**src/rtl/mem_bus_arbiter.sv**
```systemverilog
// Two-master (IFU fetch, LSU data) round-robin arbiter onto the core's single memory port.
// One transaction in flight at a time; a watchdog turns a hung slave into an error response.
module mem_bus_arbiter #(
    parameter int ADDR_W  = 32,
    parameter int DATA_W  = 32,
    parameter int TMO_CYC = 255
) (
    input  logic                  clk,
    input  logic                  rst_n,

    input  logic                  ifu_req_valid,
    input  logic [ADDR_W-1:0]     ifu_req_addr,
    output logic                  ifu_req_ready,
    output logic                  ifu_rsp_valid,
    output logic [DATA_W-1:0]     ifu_rsp_rdata,

    input  logic                  lsu_req_valid,
    input  logic [ADDR_W-1:0]     lsu_req_addr,
    input  logic                  lsu_req_wen,
    input  logic [DATA_W-1:0]     lsu_req_wdata,
    input  logic [DATA_W/8-1:0]   lsu_req_wmask,
    output logic                  lsu_req_ready,
    output logic                  lsu_rsp_valid,
    output logic [DATA_W-1:0]     lsu_rsp_rdata,

    output logic                  mem_req_valid,
    output logic [ADDR_W-1:0]     mem_req_addr,
    output logic                  mem_req_wen,
    output logic [DATA_W-1:0]     mem_req_wdata,
    output logic [DATA_W/8-1:0]   mem_req_wmask,
    input  logic                  mem_req_ready,
    input  logic                  mem_rsp_valid,
    input  logic [DATA_W-1:0]     mem_rsp_rdata,

    output logic                  rsp_err,
    output logic                  owner,
    output logic [1:0]            state_out
);

    localparam int MASK_W = DATA_W / 8;
    localparam int WDOG_W = 16;
    localparam logic [WDOG_W-1:0] WDOG_LAST = WDOG_W'(TMO_CYC - 1);

    typedef enum logic [1:0] {
        ST_IDLE = 2'b00,
        ST_REQ  = 2'b01,
        ST_WAIT = 2'b10
    } state_e;

    state_e              state_q, state_d;
    logic                owner_q, owner_d;
    logic [ADDR_W-1:0]   addr_q, addr_d;
    logic                wen_q, wen_d;
    logic [DATA_W-1:0]   wdata_q, wdata_d;
    logic [MASK_W-1:0]   wmask_q, wmask_d;
    logic [WDOG_W-1:0]   wdog_q, wdog_d;
    logic                ifu_rsp_valid_q, ifu_rsp_valid_d;
    logic                lsu_rsp_valid_q, lsu_rsp_valid_d;
    logic                rsp_err_q, rsp_err_d;
    logic [DATA_W-1:0]   rsp_rdata_q, rsp_rdata_d;

    logic                grant_lsu;
    logic                can_accept;
    logic                wdog_fire;
    logic                done;
    logic                done_err;
    logic [DATA_W-1:0]   done_data;

    // On a tie the master that was not served last wins; owner resets to LSU so IFU wins first.
    always_comb begin
        grant_lsu = lsu_req_valid;
        if (ifu_req_valid && lsu_req_valid) begin
            grant_lsu = ~owner_q;
        end
    end

    assign can_accept    = (state_q == ST_IDLE) && !(ifu_rsp_valid_q || lsu_rsp_valid_q);
    assign ifu_req_ready = can_accept && ifu_req_valid && !grant_lsu;
    assign lsu_req_ready = can_accept && lsu_req_valid && grant_lsu;
    assign wdog_fire     = (wdog_q == WDOG_LAST);

    always_comb begin
        state_d   = state_q;
        owner_d   = owner_q;
        addr_d    = addr_q;
        wen_d     = wen_q;
        wdata_d   = wdata_q;
        wmask_d   = wmask_q;
        wdog_d    = '0;
        done      = 1'b0;
        done_err  = 1'b0;
        done_data = '0;

        case (state_q)
            ST_IDLE: begin
                if (ifu_req_ready) begin
                    addr_d  = ifu_req_addr;
                    wen_d   = 1'b0;
                    wdata_d = '0;
                    wmask_d = '0;
                    owner_d = 1'b0;
                    state_d = ST_REQ;
                end else if (lsu_req_ready) begin
                    addr_d  = lsu_req_addr;
                    wen_d   = lsu_req_wen;
                    wdata_d = lsu_req_wdata;
                    wmask_d = lsu_req_wmask;
                    owner_d = 1'b1;
                    state_d = ST_REQ;
                end
            end
            ST_REQ: begin
                wdog_d = wdog_q + WDOG_W'(1);
                // A slave may accept and answer in the same cycle; that skips WAIT entirely.
                if (mem_req_ready && mem_rsp_valid) begin
                    done      = 1'b1;
                    done_data = mem_rsp_rdata;
                end else if (wdog_fire) begin
                    done     = 1'b1;
                    done_err = 1'b1;
                end else if (mem_req_ready) begin
                    state_d = ST_WAIT;
                end
            end
            ST_WAIT: begin
                wdog_d = wdog_q + WDOG_W'(1);
                if (mem_rsp_valid) begin
                    done      = 1'b1;
                    done_data = mem_rsp_rdata;
                end else if (wdog_fire) begin
                    done     = 1'b1;
                    done_err = 1'b1;
                end
            end
            default: begin
                state_d = ST_IDLE;
            end
        endcase

        if (done) begin
            state_d = ST_IDLE;
        end

        ifu_rsp_valid_d = done && !owner_q;
        lsu_rsp_valid_d = done && owner_q;
        rsp_err_d       = done_err;
        rsp_rdata_d     = done ? done_data : rsp_rdata_q;
    end

    always_ff @(posedge clk or negedge rst_n) begin
        if (!rst_n) begin
            state_q         <= ST_IDLE;
            owner_q         <= 1'b1;
            addr_q          <= '0;
            wen_q           <= 1'b0;
            wdata_q         <= '0;
            wmask_q         <= '0;
            wdog_q          <= '0;
            ifu_rsp_valid_q <= 1'b0;
            lsu_rsp_valid_q <= 1'b0;
            rsp_err_q       <= 1'b0;
            rsp_rdata_q     <= '0;
        end else begin
            state_q         <= state_d;
            owner_q         <= owner_d;
            addr_q          <= addr_d;
            wen_q           <= wen_d;
            wdata_q         <= wdata_d;
            wmask_q         <= wmask_d;
            wdog_q          <= wdog_d;
            ifu_rsp_valid_q <= ifu_rsp_valid_d;
            lsu_rsp_valid_q <= lsu_rsp_valid_d;
            rsp_err_q       <= rsp_err_d;
            rsp_rdata_q     <= rsp_rdata_d;
        end
    end

    assign mem_req_valid = (state_q == ST_REQ);
    assign mem_req_addr  = addr_q;
    assign mem_req_wen   = wen_q;
    assign mem_req_wdata = wdata_q;
    assign mem_req_wmask = wmask_q;

    assign ifu_rsp_valid = ifu_rsp_valid_q;
    assign lsu_rsp_valid = lsu_rsp_valid_q;
    assign ifu_rsp_rdata = rsp_rdata_q;
    assign lsu_rsp_rdata = rsp_rdata_q;
    assign rsp_err       = rsp_err_q;
    assign owner         = owner_q;
    assign state_out     = state_q;

endmodule

```
**config.mk**
```make
export PLATFORM = sky130hd
export DESIGN_NAME = mem_bus_arbiter
export DESIGN_NICKNAME = d
export VERILOG_FILES = /design/src/rtl/mem_bus_arbiter.sv
export SDC_FILE = /design/constraint.sdc
export NUM_CORES = 1
export LEC_CHECK = 0
export BUFFER_PORTS_ARGS = -buffer_cell sky130_fd_sc_hd__buf_2
export CAP_MARGIN = 20
export CORE_MARGIN = 2
export CORE_UTILIZATION = 26
export DETAILED_ROUTE_END_ITERATION = 12
export PLACE_DENSITY_LB_ADDON = 0.05
export SLEW_MARGIN = 40
export SYNTH_ARGS = -nofsm -noshare
export SYNTH_HDL_FRONTEND = slang
export SYNTH_SLANG_ARGS = --single-unit
```
**constraint.sdc**
```tcl
create_clock -name clk -period 2.95 [get_ports clk]
set_input_delay 0.7375 -clock clk [delete_from_list [all_inputs] [get_ports clk]]
set_output_delay 0.7375 -clock clk [all_outputs]
set_load 0.005 [all_outputs]
```
==> flow_summary.yaml <==
timing:
  fmax_mhz: 361.2
  grt_setup_unrepaired: "no"
  setup_tns_ns: 0
  timing.final.crit_share_pct: 93.86
  final_max_slew_viol_count: 0
  max_slew.worst_pin.slew_ns: 0.5984
  setup_viol: 0
  fin_crit_ns: 2.769
  relSlewSlack_pct: 60.11
  finClkSkew_ns: 0.006652
  hold_viol: 0
synthesis:
  synth_top_family_by_area: "compound AO/OA/AOI/OAI gates"
  yosysUniqueCellTypes: 41
  synth_top_cell_by_area: "dfrtp_1"
  synth_async_sr_flop_share_pct: 100.0
  synth-compound-area-share_pct: 17.86
  yosysSeqAreaShare_pct: 57.84
  yosys_most_used_dff: "dfrtp_1"
  synth_warnings: 0
  synth_area_per_cell_sq_um: 10.32
  synth_top_area_share_pct: 57.34
  synth_xor_area_share_pct: 1.810
  netlist_area_sq_mm: 0.005324
  synthSimpleGateAreaFrac_pct: 13.00
  syn-instance-count: 516
  synth_top_cells_by_area: "dfrtp_1, nand2_1, a22o_1, o21ai_0, buf_4"
  synth_nets: 662
  synthAdderAreaFrac_pct: 1.645
  synth.area.mux_share_pct: 0.2115
  synth_seq_cells: 123
  synth_edf_count: 0
setup_path:
  cp_num_cells: 5
  worstSetupEndpointType: "primary output"
  worst_path_max_delay_cell: "nor3b_1"
  max_stage_delay_ns: 0.45
  crit_path_start_kind: "flop"
  cp_num_buf_inv: 2
  path_class: "reg2out"
  critPathArrivalTime_ns: 2.03
  crit_family: "simple AND/OR/NAND/NOR gates"
  ff2ff_path_depth: 7
  worstPathCellList: "inv_1 -> ha_1 -> nor3b_1 -> and3_1 -> buf_2"
  worstPathMaxFanout: 4
  crit_required_ns: 2.21
finish:
  synthToLayoutAreaGrowth_pct: 39.53
  final_common_cell: "buf_2"
  final_cell_area_sq_mm: 0.007428
  diodes: 0
  mostFrequentLayoutCells: "buf_2, dfrtp_1, nand2_1"
  fill_cells: 2112
  nets: 909
  drive_gt1_share_pct: 43.23
placement:
  dpl.hpwl_um: 11600
  dpl_cell_area_sq_mm: 0.006854
  place_congestion: 0.7419
  io_buffers: 280
outcome:
  outcome: "complete, no violations"
pwr:
  p_clk_share_pct: 26.7
  p_leak_nw: 3.895
  power.switching_mw: 2.669
  intPower_mw: 4.947
  p_per_area_mw_per_mm2: 1025
  sw_frac_of_total_pct: 35.04
  p_comb_share_pct: 36.5
  ir_worst_vdd_v: 0.0005031
  power_frac_seq_pct: 36.8
floorplanning:
  start_util_pct: 26.40
  core_area_sq_mm: 0.02017
  die_h_um: 147.1
  dieArea_sq_mm: 0.02164
  io-pin-count: 281
  rows: 52
  die_w_um: 147.1
clock_network:
  root_buffer: "clkbuf_16"
  cts_inserted_buffers: 17
  clkLatencyLatePin_ns: 0.41
  cts_max_level: 4
  cts_hold_buf: 0
  cts_tree: "yes"
  cts_resized: 0
  clock-sinks: 123
  cts_max_path_buffers: 2
  cts_setup_buffers: 0
  cts.reportedPaths.clkPinSlew_ns: 0.06
route:
  detail-route-antenna-nets: 0
  drc: 0
  routedWlPerCell_um: 14.99
  vias: 4575
  drt_iter0_drc: 144
  drt_wl_total_um: 15670
  dr.pass1.iters: 4
  vias_per_cell: 4.378
grt:
  grt_pass1_vias: 4554
  use_met1_pct: 18.19
  grt_overflow_total: 0
  gr-usage-all-layers_pct: 14.80
  grt_busiest_layer: "met2"
  met3_usage_pct: 4.068
  grt_pass1_wl_um: 24860
  grt_max_degree: 65
  globalRouteMet2Util_pct: 24.18
  antenna_found_initial: 0
job:
  maxCapViolCount: 0
worst_hold_path:
  min_path_type: "in2async"
==> kinds of logic (layout without fill, tap and decap cells) <==
logic type / after synthesis / in the layout
XOR/XNOR: 11 / 11
AO/OA/AOI/OAI: 150 / 150
AND/OR/NAND/NOR: 151 / 151
flip-flops: 123 / 123
multiplexers: 1 / 1
adder cells (fa/ha/maj): 7 / 7
buffers and inverters: 73 / 332
==> metrics by stage <==
stage | cells | hold WS, ns | util, % | power [mW] | worst slack (ns)
2_1_floorplan | 516 | 0.4419 | - | 4.385 | 0.5474
3_3_place_gp | 1012 | 0.4609 | 33.83 | 5.609 | 0.5829
3_5_place_dp | 1014 | 0.4651 | 33.98 | 5.685 | 0.4427
4_1_cts | 1045 | 0.3380 | 36.83 | 7.782 | 0.1297
5_1_grt | 1045 | 0.3651 | 36.83 | 8.228 | 0.01146
6_report | 1045 | 0.3225 | 36.83 | 7.615 | 0.1812
==> path summary, 6_finish.rpt <==
| kind | from | to | slack [ns] |
|---|---|---|---|
| worst min register to register | mem_req_addr[19] | mem_req_addr[19] | 0.47 |
| max in group asynchronous | rst_n | mem_req_addr[30] | 1.89 |
| min in group clk | mem_req_addr[19] | mem_req_addr[19] | 0.47 |
| worst min-delay path | rst_n | mem_req_addr[14] | 0.32 |
| worst max-delay path | state_out[1] | lsu_req_ready | 0.18 |
| worst max register to register | state_out[1] | state_out[0] | 0.41 |
==> power groups by stage <==
stage	combinational [mW]	sequential, mW	clock (mW)
after global placement	2.79	2.82	0
after global routing	3.15	2.91	2.17
after floorplan	1.52	2.86	0
after CTS	2.86	2.82	2.11
after detailed placement	2.85	2.83	0
final	2.78	2.81	2.03
==> layout make-up <==
type | instances | area (sq um) | share of cell area [%]
Clock buffer | 17 | 425.4 | 5.727
Clock inverter | 14 | 148.9 | 2.004
Inverter | 6 | 22.52 | 0.3032
Multi-Input combinational cell | 320 | 1858 | 25.01
Sequential cell | 123 | 3079 | 41.45
Tap cell | 270 | 337.8 | 4.548
Timing Repair Buffer | 295 | 1556 | 20.95
==> cell usage after synthesis, types with 4 or more instances <==
cell type,count
dfrtp_1,122
nand2_1,103
o21ai_0,64
a22o_1,38
buf_4,32
o22ai_1,32
clkbuf_1,29
and2_1,13
o21ai_1,8
xnor2_1,8
ha_1,7
inv_1,6
nand3_1,5
nor2b_1,5
buf_2,4
nand4_1,4
nor2_1,4
==> registers in the layout (all words and copies together), names as in the netlist, 2 cells and up <==
name	cells
ifu_rsp_rdata	32
mem_req_addr	32
mem_req_wdata	32
mem_req_wmask	4
state_out	2
wdog_q	16
==> metal layers <==
layer  up-vias  wire length, um
met5         -                0
met4         0              409
met3        23             1096
met2       169             7610
met1      2129             6553
li1       2254                -
(Power assumes the default switching activity.)
